===== config.mk =====
export PLATFORM = sky130hd
export DESIGN_NAME = hazard_controller
export DESIGN_NICKNAME = d
export VERILOG_FILES = /design/src/rtl/hazard_pkg.sv /design/src/rtl/forward_unit.sv /design/src/rtl/hazard_controller.sv
export SDC_FILE = /design/constraint.sdc
export NUM_CORES = 1
export LEC_CHECK = 0
export BUFFER_PORTS_ARGS = -buffer_cell sky130_fd_sc_hd__buf_2
export CORE_MARGIN = 2
export CORE_UTILIZATION = 30
export DETAILED_ROUTE_END_ITERATION = 10
export GPL_ROUTABILITY_DRIVEN = 0
export GPL_TIMING_DRIVEN = 0
export PLACE_DENSITY_LB_ADDON = 0.05
export SYNTH_ARGS = -nofsm -noshare
export SYNTH_HDL_FRONTEND = slang
export SYNTH_SLANG_ARGS = --single-unit
export TNS_END_PERCENT = 10

===== constraint.sdc =====
create_clock -name clk -period 5.2 [get_ports clk]
set_input_delay 0 -clock clk [delete_from_list [all_inputs] [get_ports clk]]
set_output_delay 0 -clock clk [all_outputs]
set_load 0.02 [all_outputs]

===== src/rtl/hazard_pkg.sv =====
// Shared encodings for the pipeline hazard controller: FSM states and
// EX operand forwarding selects.
package hazard_pkg;

  typedef enum logic [1:0] {
    ST_RUN    = 2'b00,
    ST_FREEZE = 2'b01,
    ST_FLUSH  = 2'b10
  } state_t;

  localparam logic [1:0] FWD_RF  = 2'b00;
  localparam logic [1:0] FWD_WB  = 2'b01;
  localparam logic [1:0] FWD_MEM = 2'b10;

endpackage


===== src/rtl/forward_unit.sv =====
// Forwarding select for one EX source operand. The youngest producer wins:
// EX/MEM is preferred over MEM/WB, and register 0 is never forwarded.
module forward_unit
  import hazard_pkg::*;
(
  input  logic [4:0] ex_src,
  input  logic       mem_reg_write,
  input  logic [4:0] mem_write_reg,
  input  logic       wb_reg_write,
  input  logic [4:0] wb_write_reg,
  output logic [1:0] fwd_sel
);

  // Pick the most recent in-flight writer of ex_src, else the register file.
  always_comb begin
    fwd_sel = FWD_RF;
    if (mem_reg_write && (mem_write_reg != 5'd0) && (mem_write_reg == ex_src)) begin
      fwd_sel = FWD_MEM;
    end else if (wb_reg_write && (wb_write_reg != 5'd0) && (wb_write_reg == ex_src)) begin
      fwd_sel = FWD_WB;
    end
  end

endmodule


===== src/rtl/hazard_controller.sv =====
// Sequencing controller for the 5-stage pipeline. Each cycle at most one
// event applies, in priority order: taken branch (RUN only), data-memory
// freeze, load-use stall. Also keeps saturating stall/flush counters and a
// sticky flag for freezes that last too long.
//
// Data-memory handshake: the MEM stage asserts mem_access for as long as its
// access is outstanding; the access completes in the cycle dmem_ready=1.
// Every cycle with mem_access=1 and dmem_ready=0 is a freeze cycle.
module hazard_controller
  import hazard_pkg::*;
#(
  parameter int CNT_W      = 16,
  parameter int FREEZE_MAX = 64
) (
  input  logic             clk,
  input  logic             rst,
  input  logic [4:0]       id_rs,
  input  logic [4:0]       id_rt,
  input  logic             id_uses_rs,
  input  logic             id_uses_rt,
  input  logic [4:0]       ex_rs,
  input  logic [4:0]       ex_rt,
  input  logic             ex_mem_read,
  input  logic             ex_reg_write,
  input  logic [4:0]       ex_write_reg,
  input  logic             mem_reg_write,
  input  logic [4:0]       mem_write_reg,
  input  logic             mem_access,
  input  logic             mem_branch_taken,
  input  logic             wb_reg_write,
  input  logic [4:0]       wb_write_reg,
  input  logic             dmem_ready,
  input  logic             cnt_clr,
  output logic             pc_write_en,
  output logic             if_id_write_en,
  output logic             if_id_flush,
  output logic             id_ex_bubble,
  output logic             ex_mem_flush,
  output logic             pipe_hold,
  output logic [1:0]       fwd_a_sel,
  output logic [1:0]       fwd_b_sel,
  output logic [1:0]       state_o,
  output logic [CNT_W-1:0] stall_cnt,
  output logic [CNT_W-1:0] flush_cnt,
  output logic             err_timeout
);

  localparam int                FC_W   = $clog2(FREEZE_MAX + 1);
  localparam logic [FC_W-1:0]   FC_MAX = FC_W'(FREEZE_MAX);
  localparam logic [CNT_W-1:0]  CNT_SAT = '1;

  state_t          state_q;
  state_t          state_d;
  logic [FC_W-1:0] frz_cnt;
  logic [FC_W-1:0] frz_inc;
  logic            frz_hit;
  logic            id_match;
  logic            branch_ev;
  logic            freeze_ev;
  logic            loaduse_ev;

  assign state_o = state_q;

  // Event decode. The branch is ignored outside RUN: after a flush the MEM
  // stage holds a bubble, and during a freeze MEM holds a memory op.
  assign id_match   = (id_uses_rs && (id_rs == ex_write_reg)) ||
                      (id_uses_rt && (id_rt == ex_write_reg));
  assign branch_ev  = (state_q == ST_RUN) && mem_branch_taken;
  assign freeze_ev  = !branch_ev && mem_access && !dmem_ready;
  assign loaduse_ev = !branch_ev && !freeze_ev && ex_mem_read && ex_reg_write &&
                      (ex_write_reg != 5'd0) && id_match;

  // Freeze-length counter saturates at FREEZE_MAX so it cannot wrap.
  assign frz_inc = (frz_cnt == FC_MAX) ? frz_cnt : frz_cnt + 1'b1;
  assign frz_hit = (state_q == ST_FREEZE) && (frz_inc == FC_MAX);

  // State register.
  always_ff @(posedge clk) begin
    if (!rst) begin
      state_q <= ST_RUN;
    end else begin
      state_q <= state_d;
    end
  end

  // Next-state logic: a load-use stall never leaves RUN, everything else
  // returns to RUN unless a freeze is (still) in progress.
  always_comb begin
    state_d = ST_RUN;
    unique case (state_q)
      ST_RUN: begin
        if (branch_ev) begin
          state_d = ST_FLUSH;
        end else if (freeze_ev) begin
          state_d = ST_FREEZE;
        end
      end
      ST_FREEZE, ST_FLUSH: begin
        if (freeze_ev) begin
          state_d = ST_FREEZE;
        end
      end
      default: state_d = ST_RUN;
    endcase
  end

  // Pipeline control outputs for the event chosen this cycle.
  always_comb begin
    pc_write_en    = 1'b1;
    if_id_write_en = 1'b1;
    if_id_flush    = 1'b0;
    id_ex_bubble   = 1'b0;
    ex_mem_flush   = 1'b0;
    pipe_hold      = 1'b0;
    if (branch_ev) begin
      if_id_flush  = 1'b1;
      id_ex_bubble = 1'b1;
      ex_mem_flush = 1'b1;
    end else if (freeze_ev) begin
      pc_write_en    = 1'b0;
      if_id_write_en = 1'b0;
      pipe_hold      = 1'b1;
    end else if (loaduse_ev) begin
      pc_write_en    = 1'b0;
      if_id_write_en = 1'b0;
      id_ex_bubble   = 1'b1;
    end
  end

  // Performance counters; a clear beats a same-cycle increment.
  always_ff @(posedge clk) begin
    if (!rst || cnt_clr) begin
      stall_cnt <= '0;
      flush_cnt <= '0;
    end else begin
      if (loaduse_ev && (stall_cnt != CNT_SAT)) begin
        stall_cnt <= stall_cnt + 1'b1;
      end
      if (branch_ev && (flush_cnt != CNT_SAT)) begin
        flush_cnt <= flush_cnt + 1'b1;
      end
    end
  end

  // Freeze length tracking and the sticky timeout flag. The freeze itself
  // keeps going; the flag only records that it overstayed.
  always_ff @(posedge clk) begin
    if (!rst) begin
      frz_cnt     <= '0;
      err_timeout <= 1'b0;
    end else begin
      if ((state_q == ST_FREEZE) && (state_d == ST_FREEZE)) begin
        frz_cnt <= frz_inc;
      end else begin
        frz_cnt <= '0;
      end
      if (cnt_clr) begin
        err_timeout <= 1'b0;
      end else if (frz_hit) begin
        err_timeout <= 1'b1;
      end
    end
  end

  forward_unit u_fwd_a (
    .ex_src        (ex_rs),
    .mem_reg_write (mem_reg_write),
    .mem_write_reg (mem_write_reg),
    .wb_reg_write  (wb_reg_write),
    .wb_write_reg  (wb_write_reg),
    .fwd_sel       (fwd_a_sel)
  );

  forward_unit u_fwd_b (
    .ex_src        (ex_rt),
    .mem_reg_write (mem_reg_write),
    .mem_write_reg (mem_write_reg),
    .wb_reg_write  (wb_reg_write),
    .wb_write_reg  (wb_write_reg),
    .fwd_sel       (fwd_b_sel)
  );

endmodule


After elaboration in Yosys (flattened, before gate mapping)
Index checks and enable logic that the tools add are counted.
{ "word_totals": {"ff_bits": 42, "in_bits": 47, "wordCells": 72} }
{ "op_classes": {"addsub": 3, "eq_ne": 13, "muxes": 17, "n_bitwise": 1, "n_reduce_logical": 33} }
{ "ops": {"columns": ["cell", "n"], "rows": [
  ["adder 16 x 1 -> 16 bit, second input constant", 2],
  ["inequality test 16 bit, second input constant", 2],
  ["== test 5 bit", 6],
  ["logical AND 1 bit", 20],
  ["nonzero test 5 bit", 3],
  ["== test 7 bit, second input constant", 2],
  ["two-way mux 1 bit", 12],
  ["adder 7 x 1 -> 7 bit, second input constant", 1],
  ["two-way mux 7 bit", 1],
  ["two-way mux 2 bit", 3],
  ["== test 2 x 1 -> 1 bit, second input constant", 2],
  ["logical NOT 1 bit", 4],
  ["one-hot mux 2 bit (2 select lines)", 1],
  ["OR reduction 2 bit", 2],
  ["== test 2 bit, second input constant", 1],
  ["logical NOT 2 bit", 1],
  ["logical OR 1 bit", 2],
  ["AND reduction 2 bit", 1],
  ["inverter 1 bit", 1]
]} }

Logic depth before layout (Yosys ltp)
{ "depth": {"depth_word": 14, "ltp_mapped": 9, "depth_no_buf": 8} }

Cells and area by module
A second synthesis with hierarchy kept.
{ "hier_totals": {"cells_unflattened": 302, "area_unflattened_um2": 2519.9} }
{ "modules_own_cells": {"columns": ["mod", "instances", "cells_each", "area_each_um2", "seq_area_each_um2"], "rows": [
  ["hazard_controller", 1, 262, 2217.1, 840.8],
  ["forward_unit", 2, 20, 151.4, 0.0]
]} }

Worst setup path after synthesis
Ideal clock, no wire load.
{ "synth_timing": {"path_kind": "flip-flop to flip-flop", "start": "register state_q[0] (netlist: state_o[0])", "end": "register frz_cnt[3]", "arrival_ns": 2.181, "required_ns": 5.120, "setup_slack_ns": 2.939, "path_stages_with_launch": 9, "path_buffers": 0, "cell_sequence": "dfxtp_1 > inv_1 > ha_1 > nand2_1 > inv_1 > nor2_1 > and4bb_2 > nand2_1 > nor3b_1"} }
{ "synth_between": {"elab_chain_cells": 11, "elab_cells_between_ends": 14, "cone_classes": "eq/ne: 3; mux: 3; reduce/logical: 8"} }
{ "synth_lines": {"columns": ["item", "line", "source"], "rows": [
  ["start, declared", "hazard_controller.sv:52", "state_t state_q;"],
  ["start signal, assigned", "hazard_controller.sv:82", "state_q <= state_d;"],
  ["logical NOT 2 bit", "hazard_controller.sv:68, hazard_controller.sv:90", null],
  ["logical AND 1 bit", "hazard_controller.sv:68", "assign branch_ev = (state_q == ST_RUN) && mem_branch_taken;"],
  ["logical NOT 1 bit", "hazard_controller.sv:69", "assign freeze_ev = !branch_ev && mem_access && !dmem_ready;"],
  ["logical AND 1 bit (2 in series)", "hazard_controller.sv:69", null],
  ["two-way mux 1 bit", "hazard_controller.sv:94, hazard_controller.sv:99", null],
  ["two-way mux 2 bit", "hazard_controller.sv:92", "if (branch_ev) begin"],
  ["one-hot mux 2 bit (2 select lines)", "hazard_controller.sv:90", "unique case (state_q)"],
  ["== test 2 x 1 -> 1 bit", "hazard_controller.sv:152", "if ((state_q == ST_FREEZE) && (state_d == ST_FREEZE)) begin"],
  ["logical AND 1 bit *", "hazard_controller.sv:152", null],
  ["AND reduction 2 bit (no line) *", null, null],
  ["end signal, assigned", "hazard_controller.sv:153", "frz_cnt <= frz_inc;"],
  ["end, declared", "hazard_controller.sv:54", "logic [FC_W-1:0] frz_cnt;"]
]} }
Mark *: on every way between the ends. The rest lies on a longest branch, timed or not.
A chain may end at the register's enable or synchronous reset.

Final worst setup path
{ "layout_timing": {"start": "register state_q[1] (netlist: state_o[1])", "end": "register stall_cnt[0]"} }
{ "layout_between": {"elab_chain_cells": 12} }
{ "layout_lines": {"columns": ["item", "line", "source"], "rows": [
  ["logical NOT 2 bit *", "hazard_controller.sv:68", null],
  ["logical AND 1 bit *", "hazard_controller.sv:68", null],
  ["logical NOT 1 bit *", "hazard_controller.sv:69, hazard_controller.sv:70", null],
  ["logical AND 1 bit (2 in series)", "hazard_controller.sv:69", null],
  ["logical NOT 1 bit", "hazard_controller.sv:70", "assign loaduse_ev = !branch_ev && !freeze_ev && ex_mem_read && ex_reg_write &&"],
  ["logical AND 1 bit * (4 in series)", "hazard_controller.sv:70", null],
  ["logical AND 1 bit *", "hazard_controller.sv:71", "(ex_write_reg != 5'd0) && id_match;"],
  ["logical AND 1 bit *", "hazard_controller.sv:136", "if (loaduse_ev && (stall_cnt != CNT_SAT)) begin"],
  ["end signal, assigned", "hazard_controller.sv:137", "stall_cnt <= stall_cnt + 1'b1;"],
  ["end, declared", "hazard_controller.sv:43", "output logic [CNT_W-1:0] stall_cnt,"]
]} }
Marked as above.

==> metrics.yaml <==
outcome:
  outcome: "finished, final reports clean"
power_and_ir_drop:
  p_int_mw: 0.504
  p_per_area_nw_per_um2: 206
  max-vdd-ir-drop_mv: 0.116
  pwr-share-seq: 0.476
  switching_power_mw: 0.176
  pwr-share-clk: 0.394
  total_leakage_power_nw: 1.33
  sw_ratio: 0.259
  p_comb_frac: 0.129
global_routing:
  grt_first_pass_wirelength_um: 12000
  antenna_found_initial: 0
  grt_pass1_vias: 2529
  grt_start_max_net_pins: 15
  grt.overflow.total: 0
  track_usage: 0.150
timing:
  period_minus_slack_ns: 2.53
  worst_slew_pin_slew_ns: 0.618
  final-hold-violation-count: 0
  final-max-slew-violation-count: 0
  rsz0062_at_grt: "false"
  tns_ns: 0
  setup_viol_count_final: 0
  fmaxAchievable_mhz: 396
  min_period_over_period: 0.486
  finalClockSkew_ns: 0.00837
  slew_headroom: 0.586
setup_path:
  timing.critical_path.fanout_max: 10
  timing.critical_path.arrival_ns: 2.76
  crit_required_ns: 5.43
  critical_path_class: "flip-flop to flip-flop"
  endpoint_kind: "flip-flop"
  startpoint_type: "flip-flop"
worst_hold_path:
  hp-class: "primary input to flip-flop"
layout:
  flow.area_growth_from_synthesis_pct: 27.9
  layout.nets: 459
  antenna-diode-count: 0
  layoutNonFillerInstCount: 511
  most-common-layout-cells: "93 x sky130_fd_sc_hd__buf_2, 42 x sky130_fd_sc_hd__dfxtp_1, 29 x sky130_fd_sc_hd__xor2_1"
  final_util: 0.398
  post_route_cell_area_um2: 3300
  drive_above_1_share: 0.264
  layout.cells.most_common: "sky130_fd_sc_hd__buf_2"
synthesis:
  netlist_area_um2: 2580
  synth-seq-area-share: 0.326
  mappedNetlistNets: 359
  synth-seq-cells: 42
  yosys_warnings: 0
  synth-edff-count: 0
  synth-main-ff-cell: "sky130_fd_sc_hd__dfxtp_1"
  synth_cell_type_count: 42
  number_of_instances_in_the_synthesized_netlist: 305
  synth-async-reset-ratio: 0
  post_synth.cell_area_avg_um2: 8.46
floorplan:
  effective_utilization_at_floorplan: 0.311
  floorplan.die_area_um2: 9360
  floorplan.die.height_um: 96.8
  io_pins: 92
  rows: 33
  placeableCoreArea_um2: 8300
  dieWidth_um: 96.8
clock_network:
  post-cts-setup-buffer-count: 0
  cts_resized: 0
  cts-buffers-inserted: 5
  cts_tree: "yes"
  clkSlewWorstSetupHoldPaths_ns: 0.09
  clk-insertion-delay-late_ns: 0.30
  clockBufferDepth: 2
  cts_hold_repair.buffers: 2
  clk_root_buffer_cell: "sky130_fd_sc_hd__clkbuf_8"
  numClockSinks: 42
  maximum_level_of_the_cts_h_tree: 2
placed_design:
  placement.cell_area_um2: 3170
  detailedPlacementHpwl_um: 5360
  placed_instances: 501
  place.port_buffers: 91
detailed_routing:
  drt_first_iter_violations: 86
  routed_wire_length_per_instance_um: 13.7
  length_of_the_first_detailed_routing_pass_in_iterations: 4
  drc_errors: 0
  vias_per_cell: 5.08
  wl_final_um: 7010
  remaining_number_of_nets_flagged_by_the_antenna_check_after_routing: 0
  routed-via-count: 2594
job:
  drv.max_cap_violation_count: 0
critical path, stage by stage (launching register included):
cell and delay (ns):
sky130_fd_sc_hd__dfxtp_1 0.34, sky130_fd_sc_hd__inv_1 0.08, sky130_fd_sc_hd__ha_1 0.21, sky130_fd_sc_hd__nand2_1 0.27
sky130_fd_sc_hd__and4_1 0.33, sky130_fd_sc_hd__nand3_1 0.12, sky130_fd_sc_hd__clkbuf_1 0.38, sky130_fd_sc_hd__clkbuf_1 0.45
sky130_fd_sc_hd__o21ai_0 0.14, sky130_fd_sc_hd__a21oi_1 0.13
synthesized netlist by cell type (2+ instances only):
library cell	n	area share
sky130_fd_sc_hd__nand4_1	7	0.017
sky130_fd_sc_hd__a21oi_1	19	0.037
sky130_fd_sc_hd__ha_1	7	0.034
sky130_fd_sc_hd__nand3_1	22	0.043
sky130_fd_sc_hd__and4_1	6	0.020
sky130_fd_sc_hd__xnor2_1	15	0.051
sky130_fd_sc_hd__inv_1	7	0.010
sky130_fd_sc_hd__dfxtp_1	42	0.33
sky130_fd_sc_hd__a211oi_1	2	0.0058
sky130_fd_sc_hd__a31oi_1	3	0.0073
sky130_fd_sc_hd__or4_1	20	0.058
sky130_fd_sc_hd__nand2b_1	4	0.0097
sky130_fd_sc_hd__nand2_1	19	0.028
sky130_fd_sc_hd__o21ai_0	4	0.0078
sky130_fd_sc_hd__mux2i_1	3	0.012
sky130_fd_sc_hd__nor3b_1	4	0.012
sky130_fd_sc_hd__a2111oi_0	2	0.0068
sky130_fd_sc_hd__xor2_1	29	0.098
sky130_fd_sc_hd__a41o_1	2	0.0078
sky130_fd_sc_hd__o31ai_1	17	0.049
sky130_fd_sc_hd__nor2_1	26	0.038
sky130_fd_sc_hd__nor3_1	4	0.0078
sky130_fd_sc_hd__buf_4	2	0.0058
sky130_fd_sc_hd__clkbuf_1	9	0.013
sky130_fd_sc_hd__nor4_1	7	0.017
sky130_fd_sc_hd__and3_1	6	0.015
sky130_fd_sc_hd__buf_2	2	0.0039
logic make-up (layout without fill, tap and decap cells):
kind of cell | count (synthesis) | in the layout | synth area share
xor+xnor | 44 | 44 | 0.149
mux | 3 | 3 | 0.0116
simple gates | 132 | 132 | 0.292
fa+ha+maj | 7 | 7 | 0.0339
flops | 42 | 42 | 0.326
compound gates | 55 | 55 | 0.148
buf+inv | 22 | 123 | 0.0388
power by group through the flow:
stage / logic [mW] / clock network (mW) / registers [mW]
2_1_floorplan: 0.0449 / 0 / 0.333
3_3_place_gp: 0.0874 / 0 / 0.332
3_5_place_dp: 0.0875 / 0 / 0.332
4_1_cts: 0.0891 / 0.280 / 0.324
5_1_grt: 0.0980 / 0.292 / 0.324
6_report: 0.0878 / 0.268 / 0.324
flip-flops by register name, indices dropped and copies added (netlist names):
signal / cells
flush_cnt: 16
stall_cnt: 16
frz_cnt: 7
state_o: 2
err_timeout: 1
final cells by class:
class,instances,area (µm²)
clock buffer,5,68.8
sequential,42,841
timing repair buffer,93,475
inverter,7,26.3
clock inverter,3,43.8
multi-input combinational,241,1640
fill,896,5000
buffer,15,73.8
tap,105,131
worst paths after layout:
| kind | start | endpoint | slack, ns | cells after the start |
|---|---|---|---|---|
| max reg2reg | state_o[1] | stall_cnt[0] | 2.67 | 9 |
| min reg2reg | err_timeout | err_timeout | 0.47 | 2 |
| max | state_o[1] | stall_cnt[0] | 2.67 | 9 |
| min | rst | state_o[0] | 0.1 | 2 |
metal layers:
layer / share of wire / up-vias / wire length (µm) / track usage
met5: 0 / - / 0 / 0
met4: 0.0093 / 0 / 65 / 0.0444
met3: 0.060 / 5 / 421 / 0.0340
met2: 0.43 / 82 / 3010 / 0.236
met1: 0.50 / 1176 / 3520 / 0.207
li1: - / 1331 / - / -
through the flow:
step	power (mW)	setup slack [ns]	hold WS, ns
2_1_floorplan	0.378	2.94	0.146
3_3_place_gp	0.419	2.70	0.252
3_5_place_dp	0.419	2.66	0.245
4_1_cts	0.693	2.64	0.0836
6_report	0.680	2.67	0.0960
5_1_grt	0.714	2.41	0.101
(Power assumes the default switching activity.)
